**config.mk**
```make
export PLATFORM = sky130hd
export DESIGN_NAME = lsu_dbus_master_flat
export DESIGN_NICKNAME = d
export VERILOG_FILES = /design/src/rtl/lsu_dbus_if.sv /design/src/rtl/lsu_dbus_master.sv /design/src/flat_wrapper.sv
export SDC_FILE = /design/constraint.sdc
export NUM_CORES = 1
export LEC_CHECK = 0
export CAP_MARGIN = 0
export CORE_ASPECT_RATIO = 2
export CORE_MARGIN = 2
export CORE_UTILIZATION = 41
export DETAILED_ROUTE_END_ITERATION = 6
export PLACE_DENSITY = 0.77
export SLEW_MARGIN = 20
export SYNTH_ARGS = -nofsm -noshare
export SYNTH_HDL_FRONTEND = slang
export SYNTH_SLANG_ARGS = --single-unit
```
**constraint.sdc**
```tcl
create_clock -name clk -period 2.3 [get_ports clk]
set_input_delay 0.23 -clock clk [delete_from_list [all_inputs] [get_ports clk]]
set_output_delay 0.23 -clock clk [all_outputs]
set_load 0.02 [all_outputs]
```
**src/rtl/lsu_dbus_if.sv**
```systemverilog
// Bundle of the LSU pipeline request/response and the dbus request/completion signals.
// The master modport is the LSU side; the slave modport is the pipeline plus the data cache.
interface lsu_dbus_if #(
  parameter int TAG_WIDTH = 5
);
  logic                 req_valid;
  logic                 req_ready;
  logic                 req_op;
  logic [1:0]           req_size;
  logic                 req_signed;
  logic                 req_uncache;
  logic [31:0]          req_addr;
  logic [31:0]          req_wdata;
  logic [TAG_WIDTH-1:0] req_tag;
  logic                 flush;
  logic                 dbus_valid;
  logic                 dbus_op;
  logic                 dbus_uncache;
  logic [31:0]          dbus_address;
  logic [1:0]           dbus_size;
  logic [3:0]           dbus_wstrb;
  logic [31:0]          dbus_wdata;
  logic                 dbus_addr_ok;
  logic                 dbus_data_ok;
  logic [31:0]          dbus_rdata;
  logic                 resp_valid;
  logic                 resp_op;
  logic                 resp_exc;
  logic [31:0]          resp_rdata;
  logic [TAG_WIDTH-1:0] resp_tag;

  modport master (
    input  req_valid, req_op, req_size, req_signed, req_uncache, req_addr, req_wdata, req_tag,
    input  flush, dbus_addr_ok, dbus_data_ok, dbus_rdata,
    output req_ready, dbus_valid, dbus_op, dbus_uncache, dbus_address, dbus_size,
    output dbus_wstrb, dbus_wdata, resp_valid, resp_op, resp_exc, resp_rdata, resp_tag
  );

  modport slave (
    output req_valid, req_op, req_size, req_signed, req_uncache, req_addr, req_wdata, req_tag,
    output flush, dbus_addr_ok, dbus_data_ok, dbus_rdata,
    input  req_ready, dbus_valid, dbus_op, dbus_uncache, dbus_address, dbus_size,
    input  dbus_wstrb, dbus_wdata, resp_valid, resp_op, resp_exc, resp_rdata, resp_tag
  );
endinterface

```
**src/rtl/lsu_dbus_master.sv**
```systemverilog
// LSU data-bus initiator: single hold register feeding dbus, in-order tracking queue of
// accepted requests, load data extension, local misalignment exceptions and flush handling.
module lsu_dbus_master #(
  parameter int OUTSTANDING = 2,
  parameter int TAG_WIDTH   = 5
) (
  input logic        clk,
  input logic        resetn,
  lsu_dbus_if.master bus
);
  localparam int PW = (OUTSTANDING > 1) ? $clog2(OUTSTANDING) : 1;
  localparam int CW = $clog2(OUTSTANDING + 1) + 1;
  localparam logic [CW-1:0] OUT_MAX  = CW'(OUTSTANDING);
  localparam logic [PW-1:0] LAST_IDX = PW'(OUTSTANDING - 1);

  logic                 hold_valid_reg, hold_op_reg, hold_signed_reg, hold_uncache_reg;
  logic [1:0]           hold_size_reg;
  logic [31:0]          hold_addr_reg, hold_wdata_reg;
  logic [3:0]           hold_wstrb_reg;
  logic [TAG_WIDTH-1:0] hold_tag_reg;

  logic                 q_op_reg     [OUTSTANDING];
  logic                 q_signed_reg [OUTSTANDING];
  logic                 q_drop_reg   [OUTSTANDING];
  logic [1:0]           q_size_reg   [OUTSTANDING];
  logic [1:0]           q_off_reg    [OUTSTANDING];
  logic [TAG_WIDTH-1:0] q_tag_reg    [OUTSTANDING];
  logic [PW-1:0]        head_reg, tail_reg;
  logic [CW-1:0]        count_reg;

  logic                 resp_valid_reg, resp_op_reg, resp_exc_reg;
  logic [31:0]          resp_rdata_reg;
  logic [TAG_WIDTH-1:0] resp_tag_reg;

  logic [1:0]    size_n;
  logic          misaligned, accept, pop, hold_free, room, ready, fire, load_hold;
  logic [CW-1:0] occ, q_after;
  logic [3:0]    fmt_wstrb;
  logic [31:0]   fmt_wdata, shifted, ext;

  assign size_n = (bus.req_size == 2'd3) ? 2'd2 : bus.req_size;

  always_comb begin
    case (size_n)
      2'd1:    misaligned = bus.req_addr[0];
      2'd2:    misaligned = |bus.req_addr[1:0];
      default: misaligned = 1'b0;
    endcase
  end

  assign accept    = hold_valid_reg && bus.dbus_addr_ok;
  assign pop       = bus.dbus_data_ok && (count_reg != '0);
  assign occ       = count_reg + CW'(hold_valid_reg);
  assign q_after   = count_reg + CW'(1) - CW'(pop);
  // The hold register can only take a new op when it is empty or being handed off this cycle.
  assign hold_free = !hold_valid_reg || accept;
  assign room      = hold_free && ((occ < OUT_MAX) || (accept && (q_after < OUT_MAX)));
  assign ready     = !bus.flush && (misaligned ? (occ == '0) : room);
  assign fire      = bus.req_valid && ready;
  assign load_hold = fire && !misaligned;

  always_comb begin
    fmt_wstrb = 4'h0;
    fmt_wdata = bus.req_wdata;
    if (bus.req_op) begin
      case (size_n)
        2'd0: begin
          fmt_wstrb = 4'b0001 << bus.req_addr[1:0];
          fmt_wdata = {4{bus.req_wdata[7:0]}};
        end
        2'd1: begin
          fmt_wstrb = 4'b0011 << bus.req_addr[1:0];
          fmt_wdata = {2{bus.req_wdata[15:0]}};
        end
        default: fmt_wstrb = 4'hF;
      endcase
    end
  end

  always_ff @(posedge clk) begin
    if (!resetn) begin
      hold_valid_reg   <= 1'b0;
      hold_op_reg      <= 1'b0;
      hold_signed_reg  <= 1'b0;
      hold_uncache_reg <= 1'b0;
      hold_size_reg    <= 2'd0;
      hold_addr_reg    <= 32'd0;
      hold_wdata_reg   <= 32'd0;
      hold_wstrb_reg   <= 4'd0;
      hold_tag_reg     <= '0;
    end else if (load_hold) begin
      hold_valid_reg   <= 1'b1;
      hold_op_reg      <= bus.req_op;
      hold_signed_reg  <= bus.req_signed;
      hold_uncache_reg <= bus.req_uncache;
      hold_size_reg    <= size_n;
      hold_addr_reg    <= bus.req_addr;
      hold_wdata_reg   <= fmt_wdata;
      hold_wstrb_reg   <= fmt_wstrb;
      hold_tag_reg     <= bus.req_tag;
    end else if (accept || bus.flush) begin
      hold_valid_reg   <= 1'b0;
    end
  end

  always_ff @(posedge clk) begin
    if (!resetn) begin
      head_reg  <= '0;
      tail_reg  <= '0;
      count_reg <= '0;
    end else begin
      if (accept) tail_reg <= (tail_reg == LAST_IDX) ? '0 : tail_reg + 1'b1;
      if (pop)    head_reg <= (head_reg == LAST_IDX) ? '0 : head_reg + 1'b1;
      count_reg <= count_reg + CW'(accept) - CW'(pop);
    end
  end

  // A request handed off during the flush cycle enters the queue already dropped.
  for (genvar gi = 0; gi < OUTSTANDING; gi++) begin : g_entry
    always_ff @(posedge clk) begin
      if (!resetn) begin
        q_op_reg[gi]     <= 1'b0;
        q_signed_reg[gi] <= 1'b0;
        q_drop_reg[gi]   <= 1'b0;
        q_size_reg[gi]   <= 2'd0;
        q_off_reg[gi]    <= 2'd0;
        q_tag_reg[gi]    <= '0;
      end else if (accept && (tail_reg == PW'(gi))) begin
        q_op_reg[gi]     <= hold_op_reg;
        q_signed_reg[gi] <= hold_signed_reg;
        q_drop_reg[gi]   <= bus.flush;
        q_size_reg[gi]   <= hold_size_reg;
        q_off_reg[gi]    <= hold_addr_reg[1:0];
        q_tag_reg[gi]    <= hold_tag_reg;
      end else if (bus.flush) begin
        q_drop_reg[gi]   <= 1'b1;
      end
    end
  end

  assign shifted = bus.dbus_rdata >> {q_off_reg[head_reg], 3'b000};

  always_comb begin
    case (q_size_reg[head_reg])
      2'd0:    ext = {{24{q_signed_reg[head_reg] & shifted[7]}}, shifted[7:0]};
      2'd1:    ext = {{16{q_signed_reg[head_reg] & shifted[15]}}, shifted[15:0]};
      default: ext = shifted;
    endcase
  end

  always_ff @(posedge clk) begin
    if (!resetn) begin
      resp_valid_reg <= 1'b0;
      resp_op_reg    <= 1'b0;
      resp_exc_reg   <= 1'b0;
      resp_rdata_reg <= 32'd0;
      resp_tag_reg   <= '0;
    end else begin
      resp_valid_reg <= 1'b0;
      resp_op_reg    <= 1'b0;
      resp_exc_reg   <= 1'b0;
      resp_rdata_reg <= 32'd0;
      resp_tag_reg   <= '0;
      if (pop && !q_drop_reg[head_reg]) begin
        resp_valid_reg <= 1'b1;
        resp_op_reg    <= q_op_reg[head_reg];
        resp_rdata_reg <= q_op_reg[head_reg] ? 32'd0 : ext;
        resp_tag_reg   <= q_tag_reg[head_reg];
      end else if (fire && misaligned) begin
        resp_valid_reg <= 1'b1;
        resp_op_reg    <= bus.req_op;
        resp_exc_reg   <= 1'b1;
        resp_tag_reg   <= bus.req_tag;
      end
    end
  end

  assign bus.req_ready    = ready;
  assign bus.dbus_valid   = hold_valid_reg;
  assign bus.dbus_op      = hold_op_reg;
  assign bus.dbus_uncache = hold_uncache_reg;
  assign bus.dbus_address = hold_addr_reg;
  assign bus.dbus_size    = hold_size_reg;
  assign bus.dbus_wstrb   = hold_wstrb_reg;
  assign bus.dbus_wdata   = hold_wdata_reg;
  assign bus.resp_valid   = resp_valid_reg;
  assign bus.resp_op      = resp_op_reg;
  assign bus.resp_exc     = resp_exc_reg;
  assign bus.resp_rdata   = resp_rdata_reg;
  assign bus.resp_tag     = resp_tag_reg;
endmodule

```
**src/flat_wrapper.sv**
```systemverilog
// flat-port wrapper written by rule: the top's interface ports become plain ports
module lsu_dbus_master_flat 
#(
  parameter int OUTSTANDING = 2,
  parameter int TAG_WIDTH   = 5
)
  (clk, resetn, bus_req_valid, bus_req_op, bus_req_size, bus_req_signed, bus_req_uncache, bus_req_addr, bus_req_wdata, bus_req_tag, bus_flush, bus_dbus_addr_ok, bus_dbus_data_ok, bus_dbus_rdata, bus_req_ready, bus_dbus_valid, bus_dbus_op, bus_dbus_uncache, bus_dbus_address, bus_dbus_size, bus_dbus_wstrb, bus_dbus_wdata, bus_resp_valid, bus_resp_op, bus_resp_exc, bus_resp_rdata, bus_resp_tag);
  lsu_dbus_if #(.TAG_WIDTH(TAG_WIDTH)) bus_i ();
  input logic clk;
  input logic resetn;
  input wire logic [$bits(bus_i.req_valid)-1:0] bus_req_valid;
  input wire logic [$bits(bus_i.req_op)-1:0] bus_req_op;
  input wire logic [$bits(bus_i.req_size)-1:0] bus_req_size;
  input wire logic [$bits(bus_i.req_signed)-1:0] bus_req_signed;
  input wire logic [$bits(bus_i.req_uncache)-1:0] bus_req_uncache;
  input wire logic [$bits(bus_i.req_addr)-1:0] bus_req_addr;
  input wire logic [$bits(bus_i.req_wdata)-1:0] bus_req_wdata;
  input wire logic [$bits(bus_i.req_tag)-1:0] bus_req_tag;
  input wire logic [$bits(bus_i.flush)-1:0] bus_flush;
  input wire logic [$bits(bus_i.dbus_addr_ok)-1:0] bus_dbus_addr_ok;
  input wire logic [$bits(bus_i.dbus_data_ok)-1:0] bus_dbus_data_ok;
  input wire logic [$bits(bus_i.dbus_rdata)-1:0] bus_dbus_rdata;
  output wire logic [$bits(bus_i.req_ready)-1:0] bus_req_ready;
  output wire logic [$bits(bus_i.dbus_valid)-1:0] bus_dbus_valid;
  output wire logic [$bits(bus_i.dbus_op)-1:0] bus_dbus_op;
  output wire logic [$bits(bus_i.dbus_uncache)-1:0] bus_dbus_uncache;
  output wire logic [$bits(bus_i.dbus_address)-1:0] bus_dbus_address;
  output wire logic [$bits(bus_i.dbus_size)-1:0] bus_dbus_size;
  output wire logic [$bits(bus_i.dbus_wstrb)-1:0] bus_dbus_wstrb;
  output wire logic [$bits(bus_i.dbus_wdata)-1:0] bus_dbus_wdata;
  output wire logic [$bits(bus_i.resp_valid)-1:0] bus_resp_valid;
  output wire logic [$bits(bus_i.resp_op)-1:0] bus_resp_op;
  output wire logic [$bits(bus_i.resp_exc)-1:0] bus_resp_exc;
  output wire logic [$bits(bus_i.resp_rdata)-1:0] bus_resp_rdata;
  output wire logic [$bits(bus_i.resp_tag)-1:0] bus_resp_tag;
  assign bus_i.req_valid = bus_req_valid;
  assign bus_i.req_op = bus_req_op;
  assign bus_i.req_size = bus_req_size;
  assign bus_i.req_signed = bus_req_signed;
  assign bus_i.req_uncache = bus_req_uncache;
  assign bus_i.req_addr = bus_req_addr;
  assign bus_i.req_wdata = bus_req_wdata;
  assign bus_i.req_tag = bus_req_tag;
  assign bus_i.flush = bus_flush;
  assign bus_i.dbus_addr_ok = bus_dbus_addr_ok;
  assign bus_i.dbus_data_ok = bus_dbus_data_ok;
  assign bus_i.dbus_rdata = bus_dbus_rdata;
  assign bus_req_ready = bus_i.req_ready;
  assign bus_dbus_valid = bus_i.dbus_valid;
  assign bus_dbus_op = bus_i.dbus_op;
  assign bus_dbus_uncache = bus_i.dbus_uncache;
  assign bus_dbus_address = bus_i.dbus_address;
  assign bus_dbus_size = bus_i.dbus_size;
  assign bus_dbus_wstrb = bus_i.dbus_wstrb;
  assign bus_dbus_wdata = bus_i.dbus_wdata;
  assign bus_resp_valid = bus_i.resp_valid;
  assign bus_resp_op = bus_i.resp_op;
  assign bus_resp_exc = bus_i.resp_exc;
  assign bus_resp_rdata = bus_i.resp_rdata;
  assign bus_resp_tag = bus_i.resp_tag;
  lsu_dbus_master #(.OUTSTANDING(OUTSTANDING), .TAG_WIDTH(TAG_WIDTH)) u_core (.clk(clk), .resetn(resetn), .bus(bus_i));
endmodule
```
==> reports/qor.yml <==
setup_path:
  crit_fanout: 3
  r2r-start: "u_core.count_reg[1]$_SDFF_PN0_"
  cp.depth: 8
  reg2reg_to: "u_core.bus.dbus_wdata[20]$_SDFFE_PN0P_"
  cpMaxStageDelayCell: "dfxtp_2"
  cp_num_buf_inv: 1
  critPathRequiredTime_ns: 2.07
  ff2ff_path_depth: 9
  start_kind: "register"
  timing.reg2reg.setup_slack_ns: -0.21
  crit_chain: "o31ai_4 -> ha_2 -> ha_4 -> xor2_1 -> o32ai_2 -> o211ai_1 -> a21oi_2 -> buf_6"
  critPathArrivalTime_ns: 2.33
  crit_type: "register to output pin"
  end_kind: "output pin"
  cpLargestDelayFamily: "compound AO/OA/AOI/OAI gates"
  worstSetupStartpoint: "u_core.count_reg[1]$_SDFF_PN0_"
  max_stage_delay_ns: 0.34
  endpoint: "bus_req_ready"
clocking:
  cts_sinks: 149
  ctsHoldBuffers: 0
  cts-root-buf: "clkbuf_16"
  htreeDepth: 4
  post_cts_buffers: 0
  cts_buffer_depth: 2
  clk_pin_slew_worst_paths_ns: 0.07
  clock_latency_ns: 0.42
  numCtsBuffers: 17
  cts_tree: "done"
finish:
  instances_no_fill: 1130
  layout_commonest_cell: "clkdlybuf4s50_1"
  diodes: 0
  layout_common_cells: "clkdlybuf4s50_1, nand2_1, dfxtp_1"
  layout.nets: 1038
  drive_gt1_share_pct: 10.5
  syn2layout_area_growth_pct: 51.9
  finalInstanceArea_sq_um: 9680
global_route:
  grt_max_degree: 67
  grt_pass1_wl_mm: 29.5
  grt_use_total_pct: 22.8
  grt-ovfl-total: 0
  grt_pass1_vias: 5801
  antenna_found_initial: 0
synth:
  synth_fa_ha_area_share_pct: 1.49
  synthArstFlopShare_pct: 0
  synthFlopType: "dfxtp_1"
  ys_ff_latch: 149
  avgSynthCellArea_sq_um: 9.32
  synthMuxAreaShare_pct: 5.71
  synth-edff-count: 21
  synth_warnings: 0
  syn-cell-area_sq_um: 6370
  syn_nets: 803
  synth_cells: 684
  ys_types: 50
  synth_top_family_by_area: "compound AO/OA/AOI/OAI gates"
  synth-compound-area-share_pct: 20.3
  synthSimpleGateAreaFrac_pct: 17.6
  synthXorXnorAreaFrac_pct: 0.825
  seq_area_frac_synth_pct: 50.1
min_path:
  hold_class: "primary input to register"
sta:
  whs_ns: 0.262
  slew_violations: 0
  worstMarginPinSlew_ns: 0.718
  worst_slack_ns: -0.260
  setup_violations: 80
  fmaxAchievable_mhz: 391
  relSlewSlack_pct: 52.1
  tns_ns: -9.17
  fin_crit_sh_pct: 111
  skew_ns: 0.00813
  rsz0062_at_grt: "true"
  fin_crit_ns: 2.56
  report.final.hold_viol_count: 0
power:
  vdd_drop_max_mv: 0.673
  power.density_nw_per_um2: 832
  power.total_uw: 8050
  total_leakage_power_uw: 0.00365
die:
  die-area_sq_um: 16600
  die_x_um: 92.2
  io_pins: 226
  rows: 64
  die_y_um: 180
  core-area_sq_um: 15200
  start_util_pct: 41.9
drt:
  drt-total-wl_mm: 18.8
  wire_per_inst_um: 16.7
  drt_iter0_drc: 270
  vias_per_cell: 5.08
  ant_nets: 0
  vias: 5740
  firstDrtPassIters: 4
  drc: 0
placement:
  dpl_cell_area_sq_um: 9010
  place_congestion: 0.816
  place_inst: 1096
  dp_hpwl_mm: 13.9
  port_buffers: 225
outcome:
  violations: "setup timing"
  status: "complete, but fails checks"
run:
  maxCapViolCount: 0
==> stage by stage <==
stage	util [%]	worst slack [ns]
after detailed placement	59.2	-0.564
final	63.6	-0.260
after global routing	63.6	-0.405
after global placement	59.2	-0.558
after CTS	63.5	-0.249
after floorplan	-	0.0168
==> worst min-delay path: cells and delay by family <==
kind	cells	cell delay (ns)
and+or+nand+nor	2	0.23
buffers and inverters	1	0.17
==> power breakdown <==
part | internal, uW | switching, uW | total [uW]
logic | 1110 | 1230 | 2340
clock network | 1500 | 1230 | 2730
registers | 2860 | 120 | 2980
total | 5470 | 2580 | 8050
==> metal layers <==
layer | vias up | global-route usage, % | wire length [um]
met4 | 0 | 9.43 | 507
met2 | 202 | 46.5 | 11000
li1 | 2818 | - | -
met1 | 2696 | 19.9 | 6320
met3 | 24 | 6.11 | 1060
met5 | - | 0 | 0
==> cells by family (layout without fill, tap and decap cells) <==
group           count (synthesis)  in the layout
compound gates                165            165
xor+xnor                        6              6
fa+ha+maj                       7              7
buf+inv                        57            305
flops                         149            149
mux                            35             35
simple gates                  265            265
==> cell type report <==
| class | count | area, sq um |
|---|---|---|
| repair buffers | 264 | 2660 |
| flip-flops and latches | 149 | 3190 |
| well taps | 198 | 248 |
| fillers | 1238 | 5540 |
| clock inverters | 14 | 130 |
| multi-input cells | 478 | 2960 |
| clock buffers | 18 | 450 |
| inverters | 9 | 33.8 |
==> worst min-delay path by stage <==
stage	start	endpoint	slack, ns	cells past startpoint
4_1_cts	resetn	u_core.bus.resp_valid$_SDFF_PN0_	0.25	3
3_3_place_gp	u_core.q_drop_reg[1]$_DFF_P_	u_core.q_drop_reg[1]$_DFF_P_	0.44	1
5_1_grt	resetn	u_core.bus.resp_valid$_SDFF_PN0_	0.27	3
3_5_place_dp	u_core.q_drop_reg[1]$_DFF_P_	u_core.q_drop_reg[1]$_DFF_P_	0.45	1
6_report	resetn	u_core.bus.resp_valid$_SDFF_PN0_	0.26	3
2_1_floorplan	bus_req_op	u_core.bus.resp_op$_SDFF_PN0_	0.35	1
==> repair_timing <==
action / 4_1_cts / 5_1_grt
pin swaps: 1 / 6
cloned: 2 / 0
gates resized for setup: 9 / 8
setup endpoints to repair: 5 / 80
==> cell usage after synthesis, drive strengths merged (2+ instances only) <==
master	n	area (sq um)
nand2	192	721
dfxtp	128	2560
a21boi	71	533
mux2i	33	334
clkbuf	32	120
a21oi	29	201
and2	27	169
nor2	26	97.6
edfxtp	21	631
o211ai	21	158
buf	16	97.6
o2bb2ai	13	114
inv	9	33.8
o211a	8	80.1
a311oi	7	61.3
ha	6	75.1
nor2b	5	31.3
xnor2	4	35.0
a22o	3	26.3
nand3	3	15.0
o21ai	3	15.0
a221oi	2	35.0
and4b	2	20.0
mux2	2	30.0
nor3	2	10.0
xor2	2	17.5
No activity file was read; power rests on OpenSTA's default activity.
